File: src/rtl/count_arb_pkg.sv
// Shared types and default sizing for the count arbiter.
package count_arb_pkg;

    typedef enum logic [1:0] {
        StIdle,
        StRun,
        StDone
    } state_e;

    localparam int unsigned NREQ_DEFAULT = 4;
    localparam int unsigned CW_DEFAULT   = 3;

endpackage

File: src/rtl/count_arbiter_run_counter.sv
// Shared run counter: synchronous clear/enable up-counter with an all-ones flag.
module run_counter #(
    parameter int unsigned CW = 3
) (
    input  logic          clk,
    input  logic          reset,
    input  logic          clr,
    input  logic          en,
    output logic [CW-1:0] Q,
    output logic          y
);

    always_ff @(posedge clk) begin
        if (reset || clr) begin
            Q <= '0;
        end else if (en) begin
            Q <= Q + CW'(1);
        end
    end

    assign y = &Q;

endmodule

File: src/rtl/count_arbiter.sv
// Round-robin arbiter that lends one shared counter to a requester for a bounded run.
module count_arbiter
    import count_arb_pkg::*;
#(
    parameter int unsigned NREQ = NREQ_DEFAULT,
    parameter int unsigned CW   = CW_DEFAULT
) (
    input  logic               clk,
    input  logic               reset,
    input  logic [NREQ-1:0]    req,
    input  logic [NREQ*CW-1:0] len,
    output logic [NREQ-1:0]    grant,
    output logic [CW-1:0]      Q,
    output logic               y,
    output logic               busy,
    output logic               done,
    output logic               abort
);

    localparam int unsigned PW = (NREQ > 1) ? $clog2(NREQ) : 1;

    state_e            state_q;
    logic [PW-1:0]     last_ptr_q;
    logic [CW-1:0]     limit_q;
    logic [NREQ-1:0]   grant_q;
    logic              busy_q;
    logic              done_q;
    logic              abort_q;

    logic [PW:0]       sel;
    logic [PW-1:0]     pick;
    logic              pick_valid;
    logic [NREQ-1:0]   pick_onehot;
    logic              owner_req;
    logic              cnt_clr;
    logic              cnt_en;

    // Returns {valid, index} of the first requester after last, wrapping.
    function automatic logic [PW:0] rr_select(input logic [NREQ-1:0] r,
                                               input logic [PW-1:0]   last);
        logic [PW:0]   res;
        logic [PW-1:0] cand;
        int            idx;
        res = '0;
        for (int k = 1; k <= int'(NREQ); k++) begin
            idx  = (int'(last) + k) % int'(NREQ);
            cand = idx[PW-1:0];
            if (!res[PW] && r[cand]) begin
                res = {1'b1, cand};
            end
        end
        return res;
    endfunction

    always_comb begin
        sel         = rr_select(req, last_ptr_q);
        pick        = sel[PW-1:0];
        pick_valid  = sel[PW];
        pick_onehot = '0;
        pick_onehot[pick] = 1'b1;
        // last_ptr_q names the current owner for the whole run.
        owner_req   = req[last_ptr_q];
        cnt_clr     = (state_q != StRun);
        cnt_en      = (state_q == StRun) && owner_req && (Q != limit_q);
    end

    always_ff @(posedge clk) begin
        if (reset) begin
            state_q    <= StIdle;
            last_ptr_q <= PW'(NREQ - 1);
            limit_q    <= '0;
            grant_q    <= '0;
            busy_q     <= 1'b0;
            done_q     <= 1'b0;
            abort_q    <= 1'b0;
        end else begin
            unique case (state_q)
                StIdle: begin
                    if (pick_valid) begin
                        state_q    <= StRun;
                        grant_q    <= pick_onehot;
                        limit_q    <= len[pick*CW +: CW];
                        last_ptr_q <= pick;
                        busy_q     <= 1'b1;
                    end
                end
                StRun: begin
                    if (!owner_req) begin
                        state_q <= StDone;
                        grant_q <= '0;
                        done_q  <= 1'b1;
                        abort_q <= 1'b1;
                    end else if (Q == limit_q) begin
                        state_q <= StDone;
                        grant_q <= '0;
                        done_q  <= 1'b1;
                    end
                end
                StDone: begin
                    state_q <= StIdle;
                    busy_q  <= 1'b0;
                    done_q  <= 1'b0;
                    abort_q <= 1'b0;
                end
                default: begin
                    state_q <= StIdle;
                end
            endcase
        end
    end

    run_counter #(
        .CW (CW)
    ) u_run_counter (
        .clk   (clk),
        .reset (reset),
        .clr   (cnt_clr),
        .en    (cnt_en),
        .Q     (Q),
        .y     (y)
    );

    assign grant = grant_q;
    assign busy  = busy_q;
    assign done  = done_q;
    assign abort = abort_q;

endmodule

File: config.mk
export PLATFORM = sky130hd
export DESIGN_NAME = count_arbiter
export DESIGN_NICKNAME = d
export VERILOG_FILES = /design/src/rtl/count_arb_pkg.sv /design/src/rtl/count_arbiter_run_counter.sv /design/src/rtl/count_arbiter.sv
export SDC_FILE = /design/constraint.sdc
export NUM_CORES = 1
export LEC_CHECK = 0
export ABC_AREA = 1
export ABC_CLOCK_PERIOD_IN_PS = 2200
export CAP_MARGIN = 20
export CELL_PAD_IN_SITES_DETAIL_PLACEMENT = 0
export CELL_PAD_IN_SITES_GLOBAL_PLACEMENT = 2
export CORE_ASPECT_RATIO = 0.7
export CORE_MARGIN = 1
export CORE_UTILIZATION = 25
export CTS_CLUSTER_SIZE = 20
export DETAILED_ROUTE_END_ITERATION = 10
export GPL_ROUTABILITY_DRIVEN = 0
export PLACE_DENSITY_LB_ADDON = 0.1
export SETUP_SLACK_MARGIN = 0.15
export SLEW_MARGIN = 15
export SYNTH_ARGS = -nofsm -noshare
export SYNTH_HDL_FRONTEND = slang
export SYNTH_SLANG_ARGS = --single-unit
File: constraint.sdc
create_clock -name clk -period 2.2 [get_ports clk]
set_input_delay 0.44 -clock clk [delete_from_list [all_inputs] [get_ports clk]]
set_output_delay 0.44 -clock clk [all_outputs]
set_load 0.05 [all_outputs]
==> flow_summary.yaml, run 1 <==
status:
  status: "finished clean"
worst_setup_path:
  cp_slowest_cell: "clkdlybuf4s50_1"
  crit_fanout: 4
  rrSetupSlack_ns: 0.39
  crit_required_ns: 1.76
  critPathLaunchType: "flop"
  cp_slowest_stage_delay_ns: 0.83
  arrival_ns: 1.49
  crit_family: "buffers and inverters"
  path_class: "flop to output port"
  crit_path_cell_trace: "clkdlybuf4s50_1"
  path_buf_inv: 1
  endpoint_kind: "output port"
route:
  dr_total_vias: 1212
  drtPass1Iterations: 4
  wl_um: 3310
  routed_via_density: 4.24
  drt_first_iter_violations: 68
  route.detailed.drc: 0
  wl_per_cell_um: 11.6
  antenna_left: 0
clock_network:
  cts_buffers: 3
  clock_sinks: 17
  cts_tree: "built"
  h-tree-depth: 1
  clkLatencyLatePin_ns: 0.25
  post-cts-setup-buffers: 0
  root_buffer: "clkbuf_8"
  clk_pin_slew_ns: 0.07
  cts_buffer_depth: 2
final_layout:
  syn2layout_area_growth_pct: 41.1
  multi_input_area_um2: 846
  drive_gt1_share_pct: 24.9
  n_antenna_cell: 0
  n_fill_cell: 524
  nNetsFinal: 242
  final-seq-area_um2: 343
power:
  peakVddDrop_mv: 0.694
  cellPowerDensity_nw_per_um2: 1710
  p_leak_nw: 0.805
sta:
  report.final.slew_viol_count: 0
  max_freq_mhz: 518
  rsz0062_at_grt: "no"
  hold_ws_ns: 0.462
  finalCriticalPeriod_ns: 1.93
  slew_headroom_pct: 65.9
  worst_clock_skew_ns: 0.00452
  tightest_slew_ns: 0.510
  fin_crit_sh_pct: 87.7
  hold_viol: 0
  setup-violations-final: 0
  setup_tns_ns: 0
grt:
  grt_max_degree: 12
  grt_pass1_wl_um: 5200
  grtUsageTotal_pct: 13.0
  antenna_found_initial: 0
  grt_pass1_vias: 1066
  globalRoute.totalOverflow: 0
die:
  rows: 21
  coreArea_um2: 4780
  start_util_pct: 26.0
  die-area_um2: 5250
  io_pins: 29
  die_x_um: 86.2
  die_h_um: 61.0
placed_design:
  hpwl_um: 2560
  portBuffers: 28
logic_synthesis:
  synth.avg_cell_area_um2: 6.90
  synth.distinct_cells: 24
  synth_area_um2: 1240
  ys_seq_area_share_pct: 27.4
  ys_warn_count: 0
  synth_seq_cells: 17
  syn_inst: 180
  syn-num-nets: 204
flow_run:
  drv_cap: 0
worst_hold_path:
  hp-class: "flop to flop"
flip-flops by register name, summed over array words and instances, names as in the netlist:
signal and flops:
u_run_counter.Q 3, last_ptr_q 2, grant 4, done 1, abort 1, busy 1, state_q 2, limit_q 3
layout by cell type, fill, tap and decap left out, drive strengths merged, types with 4 or more instances in the layout:
master	n
dfxtp	17
inv	21
nor2	17
buf	8
ha	6
clkbuf	4
nand2	57
nand3	29
o21ai	9
a21oi	13
clkdlybuf4s50	24
worst reg2reg max path, cell delays in order (launching register included):
cell	delay [ns]
dfxtp_2	0.39
inv_2	0.13
nand2_1	0.11
nand2_2	0.09
nand2_4	0.09
nand2_4	0.06
nor2_4	0.15
nand3_4	0.16
nand2_4	0.11
inv_4	0.04
buf_4	0.15
nor2_1	0.08
nor2_1	0.04
nand2_1	0.08
inv_1	0.03
cell families after synthesis:
family                     after synthesis  synth area share [%]
and+or+nand+nor                        104                  44.3
AOI/OAI and AO/OA                       26                  11.8
buffers and inverters                   24                  8.37
DFF                                     17                  27.4
adders and majority gates                6                  6.05
xor gates and xnor gates                 3                  2.12
synth_stat cells, drive strengths merged:
| master | n | area share, % |
|---|---|---|
| a31oi | 1 | 0.50 |
| ha | 6 | 6.0 |
| nand4 | 1 | 0.50 |
| nor2 | 17 | 7.6 |
| nand3 | 28 | 14 |
| o211ai | 1 | 1.0 |
| dfxtp | 17 | 27 |
| xnor2 | 3 | 2.1 |
| clkbuf | 1 | 0.30 |
| nand2 | 57 | 21 |
| inv | 21 | 6.6 |
| buf | 2 | 1.5 |
| nand3b | 1 | 0.61 |
| a311oi | 2 | 1.4 |
| a21oi | 13 | 5.2 |
| o21ai | 9 | 3.6 |
worst paths after layout:
kind	start	endpoint	depth (start not counted)
max reg2reg	last_ptr_q[0]	limit_q[2]	14
min	grant[1]	grant[1]	2
min reg2reg	grant[1]	grant[1]	2
max	u_run_counter.Q[1]	Q[1]	1
metal layers:
metal,GRT usage [%],vias to the layer above,part of all wire [%]
met2,17.7,27,38
li1,-,669,-
met4,2.14,0,0.45
met5,0,-,0
met3,3.13,2,3.6
met1,20.5,514,58
area by class of cell:
cell class | instances | area share (%)
clock buffer | 4 | 2.57
tap | 69 | 4.93
sequential | 17 | 19.6
multi-input combinational | 140 | 48.3
timing repair buffer | 35 | 20.0
inverter | 21 | 4.64
through the flow:
step	worst slack, ns	cell area, um2	power [mW]	utilization (%)	std cells
after detailed placement	-0.0651	1650	2.66	34.5	281
after floorplan	0.409	1240	2.09	-	180
after CTS	0.197	1690	2.91	35.4	285
after global placement	-0.0542	1650	2.64	34.5	281
after global routing	0.151	1750	3.31	36.6	286
final	0.270	1750	2.99	36.6	286
report_power, final:
part / total [mW] / switching, mW / internal [mW]
clock: 0.236 / 0.107 / 0.128
sequential: 0.524 / 0.0917 / 0.432
combinational: 2.23 / 1.43 / 0.806
total: 2.99 / 1.63 / 1.37
what timing repair did:
| action | 4_1_cts | 5_1_grt |
|---|---|---|
| hold buffers | 0 | 0 |
| endpoints found under the setup margin | 0 | 7 |
| resized for setup | 0 | 15 |
Power figures use the tool's default switching activity.
==> inputs of run 2 (changes only) <==
Settings changed: SLEW_MARGIN 15 to 5, TNS_END_PERCENT from default to 20.
==> results of run 2 <==
The final DEF is identical to that of run 1; final timing and power are the same.
==> inputs of run 3 (changes only) <==
Settings changed: CORE_UTILIZATION 25 to 27.
==> run 3 against run 2 <==
Compared with the run above: flip-flop and latch count unchanged; die area is 7.2% lower; sequential share of layout area grew 0.46 points; critical path type unchanged; worst setup slack worse by 0.011 ns; non-clock buffer count up 1; final cell count fell by 4.5%; largest power group unchanged; combinational power about the same; routed wire length is 2.9% higher; hold slack gained 0.0048 ns; highest routed layer is now met3; critical endpoint is now Q[0]; global-route usage grew 1.4 points; clock power decreased by 3%; largest cell class unchanged; core utilization rose by 2.3 points.
==> flow_summary.yaml, run 3 (synthesis gave the netlist of run 1 again) <==
status:
  status: "finished clean"
final_layout:
  layout_commonest_cell: "nand2_1"
  n_antenna_cell: 0
  n_fill_cell: 459
  drive_gt1_share_pct: 23.4
  largest_reg_flops: 4
  syn2layout_area_growth_pct: 37.4
  layout.cells.non_filler: 273
  layout_common_cells: "nand2_1, nand3_1, clkdlybuf4s50_1"
  nNetsFinal: 243
worst_setup_path:
  rrSetupSlack_ns: 0.37
  crit-reg2reg-launch: "last_ptr_q[1]"
  path_buf_inv: 1
  crit_family: "buffers and inverters"
  arrival_ns: 1.50
  cp_slowest_stage_delay_ns: 0.84
  r2r.worst_path.cells: 12
  crit_fanout: 4
  r2r_end: "last_ptr_q[0]"
  crit_required_ns: 1.76
  endpoint_kind: "output port"
  crit_path_cell_trace: "clkdlybuf4s50_1"
  path_class: "flop to output port"
  critPathLaunchType: "flop"
  cp_slowest_cell: "clkdlybuf4s50_1"
clock_network:
  clk_pin_slew_ns: 0.06
  cts_buffer_depth: 2
  ctsHoldBuffers: 0
  cts_buffers: 3
  root_buffer: "clkbuf_8"
  clkLatencyLatePin_ns: 0.25
  h-tree-depth: 1
  cts_tree: "built"
  clock_sinks: 17
sta:
  rsz0062_at_grt: "no"
  tightest_slew_ns: 0.513
  setup_ws_ns: 0.258
  finalCriticalPeriod_ns: 1.94
  max_freq_mhz: 515
  setup-violations-final: 0
  report.final.slew_viol_count: 0
  slew_headroom_pct: 65.7
  fin_crit_sh_pct: 88.3
  worst_clock_skew_ns: 0.000672
  setup_tns_ns: 0
  hold_viol: 0
die:
  die_h_um: 58.7
  coreArea_um2: 4380
  io_pins: 29
  die-area_um2: 4880
  die_x_um: 83.0
  start_util_pct: 28.3
  rows: 20
placed_design:
  portBuffers: 28
  hpwl_um: 2670
  placed_cells: 266
  pre_cts_ws_ns: -0.0287
route:
  wl_per_cell_um: 12.5
  wl_um: 3410
  antenna_left: 0
  dr_total_vias: 1249
  route.detailed.drc: 0
  drtPass1Iterations: 4
  drt_first_iter_violations: 51
  routed_via_density: 4.58
grt:
  grt_pass1_wl_um: 5580
  antenna_found_initial: 0
  grt_max_degree: 13
  grtUsageTotal_pct: 14.4
  globalRoute.totalOverflow: 0
  grt_pass1_vias: 1173
worst_hold_path:
  hold_path.startpoint: "grant[1]"
  hold_end: "grant[1]"
  whs_path_depth: 2
  hp-class: "flop to flop"
flow_run:
  drv_cap: 0
power:
  p_leak_nw: 0.783
  cellPowerDensity_nw_per_um2: 1750
  power.total_mw: 2.98
  peakVddDrop_mv: 0.718
## run 3: worst max path at each step
stage | from | to | slack [ns] | depth (start not counted)
2_1_floorplan | u_run_counter.Q[1] | y | 0.41 | 2
3_3_place_gp | req[3] | limit_q[0] | -0.02 | 13
3_5_place_dp | req[3] | limit_q[0] | -0.03 | 13
4_1_cts | req[3] | limit_q[0] | 0.24 | 13
5_1_grt | req[0] | last_ptr_q[0] | 0.13 | 12
6_report | u_run_counter.Q[0] | Q[0] | 0.26 | 1
## run 3: through the flow
stage / hold slack (ns) / cell area [um2] / util, %
floorplan: 0.474 / 1240 / -
global placement: 0.454 / 1610 / 36.8
detailed placement: 0.460 / 1610 / 36.8
CTS: 0.472 / 1660 / 37.8
global route: 0.485 / 1710 / 38.9
finish: 0.466 / 1710 / 38.9
## run 3: cell type report
class                           instances  area (um2)  area share, %
Sequential cell                        17         342           20.0
Clock buffer                            4        45.0           2.64
Multi-Input combinational cell        140         826           48.4
Tap cell                               55        68.8           4.04
Timing Repair Buffer                   36         343           20.1
Inverter                               21        81.3           4.77
## run 3: what timing repair did
action / 4_1_cts / 5_1_grt
resized for setup: 0 / 10
buffers inserted: 0 / 2
endpoints found under the setup margin: 0 / 13
## run 3: report_power, final
group | switching, mW | internal, mW
Clock | 0.102 | 0.128
Sequential | 0.0852 | 0.431
Combinational | 1.42 | 0.815
## run 3: metal layers
layer  vias up  wire (um)  GRT usage (%)
li1        666          -              -
met1       556       2000           22.3
met2        27       1250           20.0
met3         0        159           4.07
met4         0          0           1.48
met5         -          0              0
## run 3: tightest hold or removal path: cells and delay by family, from the launching register on
kind / cells / cell delay, ns
flops: 1 / 0.31
simple gates: 1 / 0.06
compound gates: 1 / 0.05
